===== src/rtl/mult_pkg.sv =====
// Shared definitions for the sequential signed multiplier: default operand
// width, the number of shift-add iterations and the control state type.
package mult_pkg;

    localparam int WIDTH_DEF  = 32;
    localparam int ITER_COUNT = 32;

    typedef enum logic [1:0] {
        IDLE,
        RUN,
        DONE,
        HOLD
    } mult_state_t;

endpackage


===== src/rtl/mult_sign_mag.sv =====
// Sign/magnitude splitter for the multiplier operands. The product sign is
// the XOR of the operand signs; each magnitude is the unsigned absolute value,
// so the most negative operand maps to 2^(WIDTH-1) without overflow.
module mult_sign_mag #(
    parameter int WIDTH = 32
) (
    input  logic [WIDTH-1:0] op_a,
    input  logic [WIDTH-1:0] op_b,
    output logic             sign_result,
    output logic [WIDTH-1:0] mag_a,
    output logic [WIDTH-1:0] mag_b
);

    // Product sign and unsigned absolute values of both operands
    always_comb begin
        sign_result = op_a[WIDTH-1] ^ op_b[WIDTH-1];
        mag_a       = op_a[WIDTH-1] ? (-op_a) : op_a;
        mag_b       = op_b[WIDTH-1] ? (-op_b) : op_b;
    end

endmodule


===== src/rtl/mult.sv =====
// Sequential signed multiplier. Multiplies operand magnitudes with a
// shift-add loop (one multiplier bit per clock), then applies the sign to
// the 2*WIDTH-bit accumulator and writes it to the HI/LO pair.
// Optional build macro MULT_EARLY_TERM_EN: leave the loop as soon as the
// remaining multiplier bits are all zero (same results, shorter latency).
module mult
    import mult_pkg::*;
#(
    parameter int WIDTH = WIDTH_DEF
) (
    input  logic             clk,
    input  logic             reset,
    input  logic [WIDTH-1:0] RegAOut,
    input  logic [WIDTH-1:0] RegBOut,
    input  logic             MultCtrl,
    output logic [WIDTH-1:0] HI,
    output logic [WIDTH-1:0] LO,
    output logic             MultDone
);

    localparam int CNT_W = $clog2(ITER_COUNT);

    logic               sign_result;
    logic [WIDTH-1:0]   multiplicand;
    logic [WIDTH-1:0]   multiplier;

    mult_state_t        state_q,  state_d;
    logic [2*WIDTH-1:0] mcand_q,  mcand_d;
    logic [WIDTH-1:0]   mplier_q, mplier_d;
    logic [2*WIDTH-1:0] acc_q,    acc_d;
    logic [CNT_W-1:0]   cnt_q,    cnt_d;
    logic               flag_q,   flag_d;
    logic [WIDTH-1:0]   hi_q,     hi_d;
    logic [WIDTH-1:0]   lo_q,     lo_d;
    logic               done_q,   done_d;
    logic               last_iter;

    mult_sign_mag #(
        .WIDTH (WIDTH)
    ) u_sign_mag (
        .op_a        (RegAOut),
        .op_b        (RegBOut),
        .sign_result (sign_result),
        .mag_a       (multiplicand),
        .mag_b       (multiplier)
    );

    // Next-state and datapath: latch on start, shift-add in RUN, publish in DONE
    always_comb begin
        state_d   = state_q;
        mcand_d   = mcand_q;
        mplier_d  = mplier_q;
        acc_d     = acc_q;
        cnt_d     = cnt_q;
        flag_d    = flag_q;
        hi_d      = hi_q;
        lo_d      = lo_q;
        done_d    = 1'b0;
        last_iter = 1'b0;

        case (state_q)
            IDLE: begin
                if (MultCtrl) begin
                    mcand_d  = {{WIDTH{1'b0}}, multiplicand};
                    mplier_d = multiplier;
                    flag_d   = sign_result;
                    acc_d    = '0;
                    cnt_d    = '0;
                    state_d  = RUN;
                end
            end
            RUN: begin
                if (mplier_q[0]) begin
                    acc_d = acc_q + mcand_q;
                end
                mcand_d   = mcand_q << 1;
                mplier_d  = mplier_q >> 1;
                cnt_d     = cnt_q + CNT_W'(1);
                last_iter = (cnt_q == CNT_W'(ITER_COUNT - 1));
`ifdef MULT_EARLY_TERM_EN
                last_iter = last_iter || (mplier_d == '0);
`endif
                if (last_iter) begin
                    state_d = DONE;
                end
            end
            DONE: begin
                {hi_d, lo_d} = flag_q ? (-acc_q) : acc_q;
                done_d       = 1'b1;
                state_d      = HOLD;
            end
            HOLD: begin
                if (!MultCtrl) begin
                    state_d = IDLE;
                end
            end
            default: begin
                state_d = IDLE;
            end
        endcase
    end

    // State, working registers and registered outputs; reset aborts any run
    always_ff @(posedge clk or posedge reset) begin
        if (reset) begin
            state_q  <= IDLE;
            mcand_q  <= '0;
            mplier_q <= '0;
            acc_q    <= '0;
            cnt_q    <= '0;
            flag_q   <= 1'b0;
            hi_q     <= '0;
            lo_q     <= '0;
            done_q   <= 1'b0;
        end else begin
            state_q  <= state_d;
            mcand_q  <= mcand_d;
            mplier_q <= mplier_d;
            acc_q    <= acc_d;
            cnt_q    <= cnt_d;
            flag_q   <= flag_d;
            hi_q     <= hi_d;
            lo_q     <= lo_d;
            done_q   <= done_d;
        end
    end

    assign HI       = hi_q;
    assign LO       = lo_q;
    assign MultDone = done_q;

endmodule


===== config.mk =====
export PLATFORM = sky130hd
export DESIGN_NAME = mult
export DESIGN_NICKNAME = d
export VERILOG_FILES = /design/src/rtl/mult_pkg.sv /design/src/rtl/mult_sign_mag.sv /design/src/rtl/mult.sv
export SDC_FILE = /design/constraint.sdc
export NUM_CORES = 1
export LEC_CHECK = 0
export BUFFER_PORTS_ARGS = -buffer_cell sky130_fd_sc_hd__buf_4
export CORE_ASPECT_RATIO = 0.5
export CORE_MARGIN = 3
export CORE_UTILIZATION = 65
export CTS_BUF_LIST = sky130_fd_sc_hd__clkbuf_4 sky130_fd_sc_hd__clkbuf_8 sky130_fd_sc_hd__clkbuf_16
export DETAILED_ROUTE_END_ITERATION = 6
export HOLD_SLACK_MARGIN = 0.12
export PLACE_DENSITY = 0.86
export SLEW_MARGIN = 20
export SYNTH_ARGS = -nofsm -noshare
export SYNTH_HDL_FRONTEND = slang
export SYNTH_SLANG_ARGS = --single-unit

===== constraint.sdc =====
create_clock -name clk -period 22.3 [get_ports clk]
set_clock_uncertainty 0.15 [all_clocks]
set_input_delay 4.46 -clock clk [delete_from_list [all_inputs] [get_ports clk]]
set_output_delay 4.46 -clock clk [all_outputs]
set_load 0.02 [all_outputs]

==> key figures, run 1 <==
Run
  • Max-cap violations: 0

GRT
  • Initial antenna violation count: 0
  • First-pass GRT wire length: 66410 µm
  • Vias in the first global route: 13199
  • GRT Util Overall: 31.70%
  • Total gr overflow: 0
  • Largest net degree at the start of global routing: 117

STA
  • Minimum hold slack: 329.9 ps
  • RSZ-0062 raised after global routing: false
  • Worst slew pin tran: 1075 ps
  • Final worst slack: 15040 ps
  • Fmax achieved: 0.1377 GHz
  • Final setup violation count: 0
  • Final worst path period need: 7260 ps
  • Max-slew violations: 0
  • Setup TNS: 0 ps
  • Slew margin rel.: 28.06%
  • Final Hold Fails: 0
  • Fin crit share: 32.56%

Synthesis
  • EDFF count, synth: 0
  • Syn Area/Cell: 8.564 µm²
  • Post-synthesis sequential area ratio: 38.53%
  • Ys async rst share: 100.0%
  • Synth top area share: 38.53%
  • Synth unique cells: 74
  • Number of synthesized register bits: 233
  • Mapped cell area: 15130 µm²
  • Dominant synthesized flop cell: dfrtp_1
  • Synth warn: 0
  • Syn nets: 1908
  • Gate Count Post-Synth: 1767
  • Post-synth top area cell: dfrtp_1
  • Largest cells by area after synthesis: dfrtp_1 39%, xor2_1 7.3%, a21oi_1 6.5%, o21ai_0 6.1%, ha_1 6.0%

Cells and area
  • Layout Nets: 1976
  • Synthesis-to-layout area growth: 12.53%
  • Most frequent cells in the layout: 232 x dfrtp_1, 212 x nand2_1, 196 x a21oi_1
  • Final instance area: 17030 µm²
  • Commonest non-fill, non-tap cell in the layout: dfrtp_1
  • Fillers: 1577
  • N_diodes: 0
  • Share of layout cells above drive strength 1: 11.73%

Pwr
  • Pwr/cell area: 138.9 nW/µm²
  • Pleak: 7.871 nW
  • Max IR drop VDD: 0.09505 mV

Routing
  • DRC viols: 0
  • Wire length per cell: 18.67 µm
  • Vias per cell: 6.363
  • 1st-iter DRT viols: 1210
  • Drt total wl: 40150 µm
  • Vias: 13680
  • Drt pass-1 iters: 5
  • Routed Antenna Nets: 0

Place
  • Worst slack at placement: 14540 ps
  • Routability cong.: 0.8964
  • I/O Buffers: 131
  • Hpwl dp: 29040 µm
  • Post-place instance area: 16230 µm²

Setup path
  • CP delay by family, top: simple AND/OR/NAND/NOR gates
  • Crit path largest cell delay: 610 ps
  • Slowest CP cell: or4_1
  • Element type at the critical path end: flip-flop
  • CP max FO: 4
  • Worst Path Required: 22600 ps
  • Critical-path cell list: buf_4 -> or4_1 -> or4_1 -> or4b_1 -> nor2_1 -> nand2_1 -> or3_1 -> o31ai_1 -> xnor2_1 -> mux2i_1 -> o21ai_0
  • CP Buf/Inv Count: 1
  • CP arrival: 7560 ps
  • Most frequent CP cell: or4_1
  • Setup CP Type: input pin to flip-flop
  • Kind of start point of the critical path: input pin

Die
  • Die area: 25260 µm²
  • Core area: 22250 µm²
  • Starting Density: 68.00%
  • Num ports: 132
  • Chip width: 221.8 µm
  • Std cell rows: 38
  • Die Span Y: 113.9 µm

Clock tree
  • Root Driver: clkbuf_16
  • Setup Buffers After CTS: 0
  • Clk Latency, worst-skew pair: 530 ps
  • Hold_buf cts: 0
  • Clock transition at path regs: 70 ps
  • Total CTS buffers: 23
  • Post-CTS Resized: 0
  • Clock sinks: 233
  • Clock tree buffer depth: 3
  • CTS H-tree depth: 1
  • CTS tree: done

Hold path
  • HP Class: flip-flop to flip-flop

Run status
  • Status: completed
==> sequential cells by signal (all words and copies together) (netlist names) <==
signal and cells:
mplier_q 32, flag_q 1, cnt_q 5, MultDone 1, LO 32, state_q 2, HI 32, mcand_q 64
acc_q 64
==> tightest hold or removal path, cell delays in order (launching register included) <==
cell and delay, ps:
dfrtp_1 340, nand2_1 40, o21ai_0 60
==> kinds of logic after synthesis <==
family          after synthesis  synth area share [%]
simple gates                539                 16.43
fa+ha+maj                    74                 6.168
flops                       233                 38.53
xor+xnor                    170                 9.840
compound gates              602                 24.33
buf+inv                     131                 3.456
mux                          18                 1.249
==> routing by layer <==
metal / vias to the layer above / track usage (%) / share of wire (%)
li1: 6489 / - / -
met5: - / 0 / 0
met4: 0 / 8.727 / 2.5
met1: 6554 / 43.53 / 44
met3: 90 / 6.146 / 8.2
met2: 547 / 52.20 / 46
==> layout make-up <==
class                   count  area (µm²)  share of cell area [%]
flip-flops and latches    233        5832                   34.25
clock buffers              35       715.7                   4.203
inverters                  30       120.1                  0.7054
well taps                 300       375.4                   2.204
repair buffers            144        1085                   6.370
multi-input cells        1403        8826                   51.83
clock inverters             5       75.07                  0.4409
==> Yosys cell counts (3+ instances only) <==
master	count
or3_1	12
clkbuf_1	91
o21bai_1	9
o31a_1	6
nor3_1	20
inv_1	30
or4_1	14
nor2_1	166
xnor2_1	44
dfrtp_1	233
o41ai_1	20
a21boi_0	5
nand2_1	212
o21ai_0	185
a211oi_1	7
o31ai_1	39
or2_2	3
or3_4	4
nor2b_1	8
mux2_2	7
a21o_1	43
and3_1	13
nor4_1	6
buf_1	3
a31oi_1	6
o21a_1	8
a2111oi_0	3
mux2i_1	11
a21oi_1	196
and2_1	6
ha_1	73
nand3_1	25
a32o_1	4
o211ai_1	4
a22o_1	39
xor2_1	126
nand2b_1	7
or4_4	3
nand4_1	26
o21ai_1	5
==> where the power goes <==
part | internal (W) | switching, W | total, W
Combinational | 0.000450 | 0.000764 | 0.00121
Sequential | 0.000588 | 0.000152 | 0.000740
Clock | 0.000244 | 0.000168 | 0.000412
==> path summary, 6_finish.rpt <==
path | cells after the start | slack [ps] | to | startpoint
hold reg to reg | 2 | 330 | mplier_q[7]$_DFFE_PP0P_ | mplier_q[7]$_DFFE_PP0P_
min in group asynchronous | 2 | 3910 | LO[0]$_DFFE_PP0P_ | reset
hold / removal | 2 | 330 | mplier_q[7]$_DFFE_PP0P_ | mplier_q[7]$_DFFE_PP0P_
max in group asynchronous | 3 | 16720 | HI[8]$_DFFE_PP0P_ | reset
setup reg to reg | 13 | 17480 | acc_q[56]$_DFFE_PP0P_ | acc_q[0]$_DFFE_PP0P_
setup / recovery | 11 | 15040 | mcand_q[29]$_DFFE_PP0P_ | RegAOut[9]
==> through the flow <==
stage	util [%]	instances	total power, W
6_report	76.53	2150	0.002366
3_5_place_dp	72.96	2110	0.001936
5_1_grt	76.53	2150	0.002541
4_1_cts	76.51	2150	0.002357
2_1_floorplan	-	1767	0.001581
3_3_place_gp	72.96	2110	0.001880
Note: power is estimated with default switching activity, not from simulation.
==> run 2, diff against run 1 <==
--- a/config.mk
+++ b/config.mk
@@ -8,11 +8,11 @@
 export BUFFER_PORTS_ARGS = -buffer_cell sky130_fd_sc_hd__buf_4
 export CORE_ASPECT_RATIO = 0.5
 export CORE_MARGIN = 3
-export CORE_UTILIZATION = 65
+export CORE_UTILIZATION = 61
 export CTS_BUF_LIST = sky130_fd_sc_hd__clkbuf_4 sky130_fd_sc_hd__clkbuf_8 sky130_fd_sc_hd__clkbuf_16
 export DETAILED_ROUTE_END_ITERATION = 6
 export HOLD_SLACK_MARGIN = 0.12
-export PLACE_DENSITY = 0.86
+export PLACE_DENSITY = 0.81
 export SLEW_MARGIN = 20
 export SYNTH_ARGS = -nofsm -noshare
 export SYNTH_HDL_FRONTEND = slang
==> constraint.sdc (replaced) <==
create_clock -name clk -period 7.1 [get_ports clk]
set_clock_uncertainty 0.15 [all_clocks]
set_input_delay 1.42 -clock clk [delete_from_list [all_inputs] [get_ports clk]]
set_output_delay 1.42 -clock clk [all_outputs]
set_load 0.02 [all_outputs]
==> run 2 against run 1 <==
Sequential power grew to 3.1 times the previous value; cell area is 0.13% higher; via count decreased by 0.99%; register-to-register slack worse by 15000 ps; non-clock buffer count is the same; critical endpoint is now acc_q[54]$_DFFE_PP0P_; largest cell class unchanged; largest power group unchanged.
==> key figures, run 2 (same netlist as run 1, synthesis figures left out) <==
GRT
  • Vias in the first global route: 13042 (-1.2%)
  • First-pass GRT wire length: 65920 µm (-0.74%)
  • Initial antenna violation count: 1 (+1)
  • Largest net degree at the start of global routing: 145 (+24%)
  • Total gr overflow: 0 (unchanged)
  • GRT Util Overall: 29.34% (-2.4 points)

Routing
  • Wire length per cell: 18.20 µm (-2.6%)
  • Vias: 13544 (-0.99%)
  • Routed Antenna Nets: 0 (unchanged)
  • Vias per cell: 6.201 (-2.5%)
  • DRC viols: 0 (unchanged)
  • Drt pass-1 iters: 5 (unchanged)
  • 1st-iter DRT viols: 1141 (-5.7%)
  • Drt total wl: 39740 µm (-1.0%)

Hold path
  • Hold path depth: 2 (unchanged)
  • HP Class: flip-flop to flip-flop
  • Hold endpoint: mplier_q[12]$_DFFE_PP0P_
  • Min-delay src: mplier_q[12]$_DFFE_PP0P_

Die
  • Chip width: 228.7 µm (+3.1%)
  • Num ports: 132 (unchanged)
  • Core area: 24170 µm² (+8.6%)
  • Die area: 26850 µm² (+6.3%)
  • Starting Density: 62.60% (-5.4 points)
  • Die Span Y: 117.4 µm (+3.1%)
  • Std cell rows: 40 (+5.3%)

Cells and area
  • Synthesis-to-layout area growth: 12.68%
  • N_diodes: 0 (unchanged)
  • Finished Core Util: 70.54% (-6.0 points)
  • Commonest non-fill, non-tap cell in the layout: dfrtp_1
  • Layout Nets: 1975 (-0.051%)
  • Final cell count without fillers: 2184 (+1.6%)
  • Most frequent cells in the layout: 232 x dfrtp_1, 212 x nand2_1, 196 x a21oi_1
  • Share of layout cells above drive strength 1: 11.63% (-0.096 points)
  • Regs by FF count: acc_q x64, mcand_q x64

Setup path
  • Setup CP Type: flip-flop to flip-flop
  • Critical-path cell list: ha_1 -> inv_1 -> fa_1 -> nor2b_1 -> o31a_1 -> o21ai_0 -> a2111oi_0 -> o21ai_0 -> a211oi_1 -> o211ai_1 -> a211oi_1 -> mux2i_1 -> o311ai_0
  • Kind of start point of the critical path: flip-flop
  • CP delay by family, top: compound AO/OA/AOI/OAI gates
  • Worst Path Required: 7320 ps (-15280 ps)
  • R2r startpoint: acc_q[0]$_DFFE_PP0P_
  • CP arrival: 4740 ps (-2820 ps)
  • Crit path largest cell delay: 670 ps (+60 ps)
  • CP max FO: 7 (+3)
  • FF-to-FF path depth: 13 (unchanged)
  • Reg-to-reg endpoint: acc_q[54]$_DFFE_PP0P_
  • CP Buf/Inv Count: 1 (unchanged)
  • Slowest CP cell: a2111oi_0
  • Element type at the critical path end: flip-flop
  • Worst R2R Setup Slack: 2570 ps (-14910 ps)

Place
  • I/O Buffers: 131 (unchanged)
  • Routability cong.: 0.9465 (+5.6%)
  • Post-Place Cells: 2146 (+1.7%)
  • Hpwl dp: 28310 µm (-2.5%)

Run status
  • Status: completed

Pwr
  • Pwr/cell area: 434.8 nW/µm² (+210%)
  • Design Power: 0.007415 W (+210%)
  • Pleak: 7.854 nW (-0.21%)
  • Max IR drop VDD: 0.3251 mV (+240%)

STA
  • Final setup violation count: 0 (unchanged)
  • Final Hold Fails: 0 (unchanged)
  • Worst slew pin tran: 1067 ps (-8.302 ps)
  • Final worst path period need: 4528 ps
  • Max-slew violations: 0 (unchanged)
  • Slew margin rel.: 28.88% (+0.82 points)
  • RSZ-0062 raised after global routing: false
  • Fmax achieved: 0.2209 GHz
  • Fin crit share: 63.77%
  • Setup TNS: 0 ps (unchanged)

Clock tree
  • CTS H-tree depth: 1 (unchanged)
  • Clk Latency, worst-skew pair: 530 ps (about the same)
  • Clock sinks: 233 (unchanged)
  • Root Driver: clkbuf_16
  • Total CTS buffers: 22 (-4.3%)
  • Post-CTS Resized: 0 (unchanged)
  • CTS tree: done
  • Hold_buf cts: 0 (unchanged)
  • Setup Buffers After CTS: 0 (unchanged)
  • Clock tree buffer depth: 3 (unchanged)
  • Clock transition at path regs: 70 ps (about the same)

Run
  • Max-cap violations: 0 (unchanged)
-- run 2: cell types whose count changed in the layout (fill, tap and decap cells not counted) --
cell        change
clkbuf_8        -2
buf_12          +1
buf_6           -1
clkinvlp_4      +1
inv_8           -1
-- run 2: per-layer routing --
layer / vias up / routed length, µm / GRT usage, %
met5: - / 10 / 0
met4: 2 / 688 / 6.890
met3: 58 / 2990 / 6.311
met2: 435 / 18150 / 47.36
met1: 6546 / 17900 / 40.77
li1: 6503 / - / -
-- run 2: layout make-up --
| class | count | area, µm² |
|---|---|---|
| clock buffer | 33 | 688.2 |
| clock inverter | 5 | 75.07 |
| fill | 1906 | 7122 |
| inverter | 30 | 116.4 |
| multi-input combinational | 1403 | 8826 |
| sequential | 233 | 5832 |
| tap | 336 | 420.4 |
| timing repair buffer | 144 | 1094 |
-- run 2: report_power, final --
group	switching (W)	total (W)	internal (W)	leakage, nW
clock	0.000529	0.00127	0.000741	0.385
combinational	0.00241	0.00383	0.00142	4.50
sequential	0.000470	0.00232	0.00185	2.96
total	0.00341	0.00741	0.00401	7.85
-- run 2: per-stage QoR --
stage / worst slack (ps) / cell area [µm²] / hold slack (ps)
finish: 2572 / 17050 / 333.7
global placement: 2454 / 16290 / 310.2
detailed placement: 2420 / 16290 / 322.3
CTS: 2760 / 17050 / 337.0
global route: 2263 / 17050 / 369.3
floorplan: 2480 / 15140 / 294.7
-- run 2: worst max-delay path by stage --
stage | start | endpoint | slack, ps | cells after the start
after global routing | acc_q[0]$_DFFE_PP0P_ | acc_q[54]$_DFFE_PP0P_ | 2260 | 13
after floorplan | reset | HI[0]$_DFFE_PP0P_ | 2480 | 1
after CTS | acc_q[0]$_DFFE_PP0P_ | acc_q[54]$_DFFE_PP0P_ | 2760 | 13
after detailed placement | RegAOut[9] | mcand_q[29]$_DFFE_PP0P_ | 2420 | 11
after global placement | RegAOut[9] | mcand_q[29]$_DFFE_PP0P_ | 2450 | 11
final | acc_q[0]$_DFFE_PP0P_ | acc_q[54]$_DFFE_PP0P_ | 2570 | 13
-- run 2: tightest hold or removal path, cell delays in order (launching register included) --
cell and delay (ps):
dfrtp_1 350, nand2_1 40, o21ai_0 60
==> run 3, diff against run 2 <==
==> constraint.sdc (replaced) <==
create_clock -name clk -period 4.25 [get_ports clk]
set_clock_uncertainty 0.15 [all_clocks]
set_input_delay 0.85 -clock clk [delete_from_list [all_inputs] [get_ports clk]]
set_output_delay 0.85 -clock clk [all_outputs]
set_load 0.02 [all_outputs]
==> run 3 against run 2 <==
Register-to-register slack got worse by 2300 ps; flip-flop and latch count unchanged; sequential share of layout area decreased by 0.40 points; global-route usage increased by 0.39 points; worst hold slack got worse by 120 ps; final cell count increased by 0.87%; clock power increased by 69%; via count increased by 0.32%; critical path depth decreased by 4; combinational power increased by 69%; critical path type unchanged.
==> key figures, run 3 (same netlist as run 1, synthesis figures left out) <==
Run status
  • Status: completed

Pwr
  • Max IR drop VDD: 0.3760 mV (+16%)
  • Pleak: 7.950 nW (+1.2%)
  • Design Power: 0.01255 W (+69%)
  • Pwr/cell area: 727.3 nW/µm² (+67%)

Clock tree
  • Clock transition at path regs: 60 ps (about the same)
  • Clock sinks: 233 (unchanged)
  • Clk Latency, worst-skew pair: 530 ps (about the same)
  • Total CTS buffers: 23 (+4.5%)
  • CTS tree: done
  • CTS H-tree depth: 1 (unchanged)
  • Hold_buf cts: 0 (unchanged)
  • Clock tree buffer depth: 3 (unchanged)
  • Root Driver: clkbuf_16

Routing
  • Top layer used by detailed routing: met4
  • Vias per cell: 6.168 (-0.54%)
  • M1 WL: 17710 µm (-1.1%)
  • Metal2 WL: 18190 µm (+0.23%)
  • WL met3: 3388 µm (+13%)
  • DRC viols: 0 (unchanged)
  • Vias: 13588 (+0.32%)
  • Wire length per cell: 18.23 µm (+0.21%)
  • Drt total wl: 40170 µm (+1.1%)
  • Routed Antenna Nets: 0 (unchanged)
  • 1st-iter DRT viols: 1187 (+4.0%)
  • Drt pass-1 iters: 5 (unchanged)

Die
  • Num ports: 132 (unchanged)
  • Core area: 24170 µm² (unchanged)
  • Std cell rows: 40 (unchanged)
  • Chip width: 228.7 µm (unchanged)
  • Die Span Y: 117.4 µm (unchanged)
  • Die area: 26850 µm² (unchanged)
  • Starting Density: 62.60% (unchanged)

Setup path
  • Worst Path Required: 4480 ps (-2840 ps)
  • Kind of start point of the critical path: flip-flop
  • Critical-path cell list: or4_4 -> or3_4 -> or3_4 -> or4_4 -> or3_4 -> or4_2 -> o21ai_1 -> xor2_1 -> a21oi_1
  • CP max FO: 7 (unchanged)
  • CP arrival: 4230 ps (-510 ps)
  • Setup CP Type: flip-flop to flip-flop
  • Element type at the critical path end: flip-flop
  • Slowest CP cell: or4_4
  • R2r startpoint: acc_q[47]$_DFFE_PP0P_
  • Critical path startpoint: acc_q[47]$_DFFE_PP0P_
  • Crit path largest cell delay: 570 ps (-100 ps)
  • Most frequent CP cell: or3_4

Cells and area
  • Final instance area: 17250 µm² (+1.2%)
  • Regs by FF count: acc_q x64, mcand_q x64
  • Area occupied by multi-input gates: 8840 µm² (+0.16%)
  • N_diodes: 0 (unchanged)
  • Final cell count without fillers: 2203 (+0.87%)
  • Fillers: 1891 (-0.79%)
  • Most frequent cells in the layout: 232 x dfrtp_1, 212 x nand2_1, 196 x a21oi_1
  • Layout Nets: 1993 (+0.91%)
  • Finished Core Util: 71.37% (+0.83 points)
  • Commonest non-fill, non-tap cell in the layout: dfrtp_1
  • Register area: 5832 µm² (unchanged)
  • Synthesis-to-layout area growth: 14.02%
  • Share of layout cells above drive strength 1: 12.69% (+1.1 points)

Place
  • Hpwl dp: 29080 µm (+2.7%)
  • Post-Place Cells: 2163 (+0.79%)
  • Routability cong.: 1.008 (+6.5%)
  • I/O Buffers: 131 (unchanged)
  • Post-place instance area: 16470 µm² (+1.1%)

Hold path
  • HP Class: input pin to async pin

STA
  • Final setup violation count: 0 (unchanged)
  • Worst slew pin tran: 988.6 ps (-78.17 ps)
  • Fmax achieved: 0.2503 GHz (+13%)
  • RSZ-0062 raised after global routing: false
  • Final worst path period need: 3995 ps (-532.7 ps)
  • Fin crit share: 94.00% (+30 points)
  • Max-slew violations: 0 (unchanged)
  • Final Hold Fails: 0 (unchanged)
  • Slew margin rel.: 34.09% (+5.2 points)
  • Setup TNS: 0 ps (unchanged)

GRT
  • Total gr overflow: 0 (unchanged)
  • GRT Util Overall: 29.73% (+0.39 points)
  • Vias in the first global route: 13261 (+1.7%)
  • Initial antenna violation count: 0 (-1)
  • Largest net degree at the start of global routing: 124 (-14%)
  • First-pass GRT wire length: 66490 µm (+0.87%)

Run
  • Max-cap violations: 0 (unchanged)
-- run 3: cell count changes in the layout (fill, tap and decap cells not counted), sizes merged --
| cell | delta |
|---|---|
| bufinv | +1 |
| inv | +1 |
| clkbuf | -5 |
| clkinv | +3 |
| clkinvlp | +2 |
| buf | +17 |
-- run 3: cell type report --
type,count,share of cell area [%]
Timing Repair Buffer,161,7.368
Inverter,30,0.6745
Tap cell,336,2.437
Clock inverter,12,0.8558
Multi-Input combinational cell,1403,51.24
Sequential cell,233,33.80
Clock buffer,28,3.626
-- run 3: power by group --
group | switching (W) | internal [W] | leakage [nW] | total [W]
Sequential | 0.000851 | 0.00308 | 2.96 | 0.00393
Combinational | 0.00401 | 0.00246 | 4.60 | 0.00647
Clock | 0.000910 | 0.00123 | 0.383 | 0.00214
-- run 3: what timing repair did --
action                                  4_1_cts  5_1_grt
resized for setup                             0        5
setup buffers                                 0        0
endpoints found under the setup margin        0        9
-- run 3: final timing paths --
| kind | to | slack, ps | cells after the start |
|---|---|---|---|
| setup / recovery | HI[31]$_DFFE_PP0P_ | 250 | 9 |
| hold / removal | acc_q[55]$_DFFE_PP0P_ | 210 | 2 |
| setup reg to reg | HI[31]$_DFFE_PP0P_ | 250 | 9 |
| hold reg to reg | mplier_q[17]$_DFFE_PP0P_ | 340 | 2 |
| max in group asynchronous | acc_q[16]$_DFFE_PP0P_ | 2960 | 3 |
| min in group clk | mplier_q[17]$_DFFE_PP0P_ | 340 | 2 |
-- run 3: worst max-delay path: cells and delay by family, from the launching register on --
| kind | cells | cell delay (ps) |
|---|---|---|
| AOI/OAI and AO/OA | 2 | 320 |
| xor gates and xnor gates | 1 | 260 |
| DFF | 1 | 460 |
| and+or+nand+nor | 6 | 2670 |
-- run 3: layer usage --
| layer | track usage (%) | vias to the layer above |
|---|---|---|
| met4 | 7.283 | 0 |
| met2 | 48.06 | 489 |
| li1 | - | 6525 |
| met1 | 40.61 | 6491 |
| met5 | 0 | - |
| met3 | 7.160 | 83 |
-- run 3: stage by stage --
stage,setup WS (ps),hold WS [ps]
3_3_place_gp,184.5,312.3
2_1_floorplan,200.1,294.7
3_5_place_dp,130.8,326.7
5_1_grt,2.568,219.1
4_1_cts,115.4,201.1
6_report,254.9,210.7
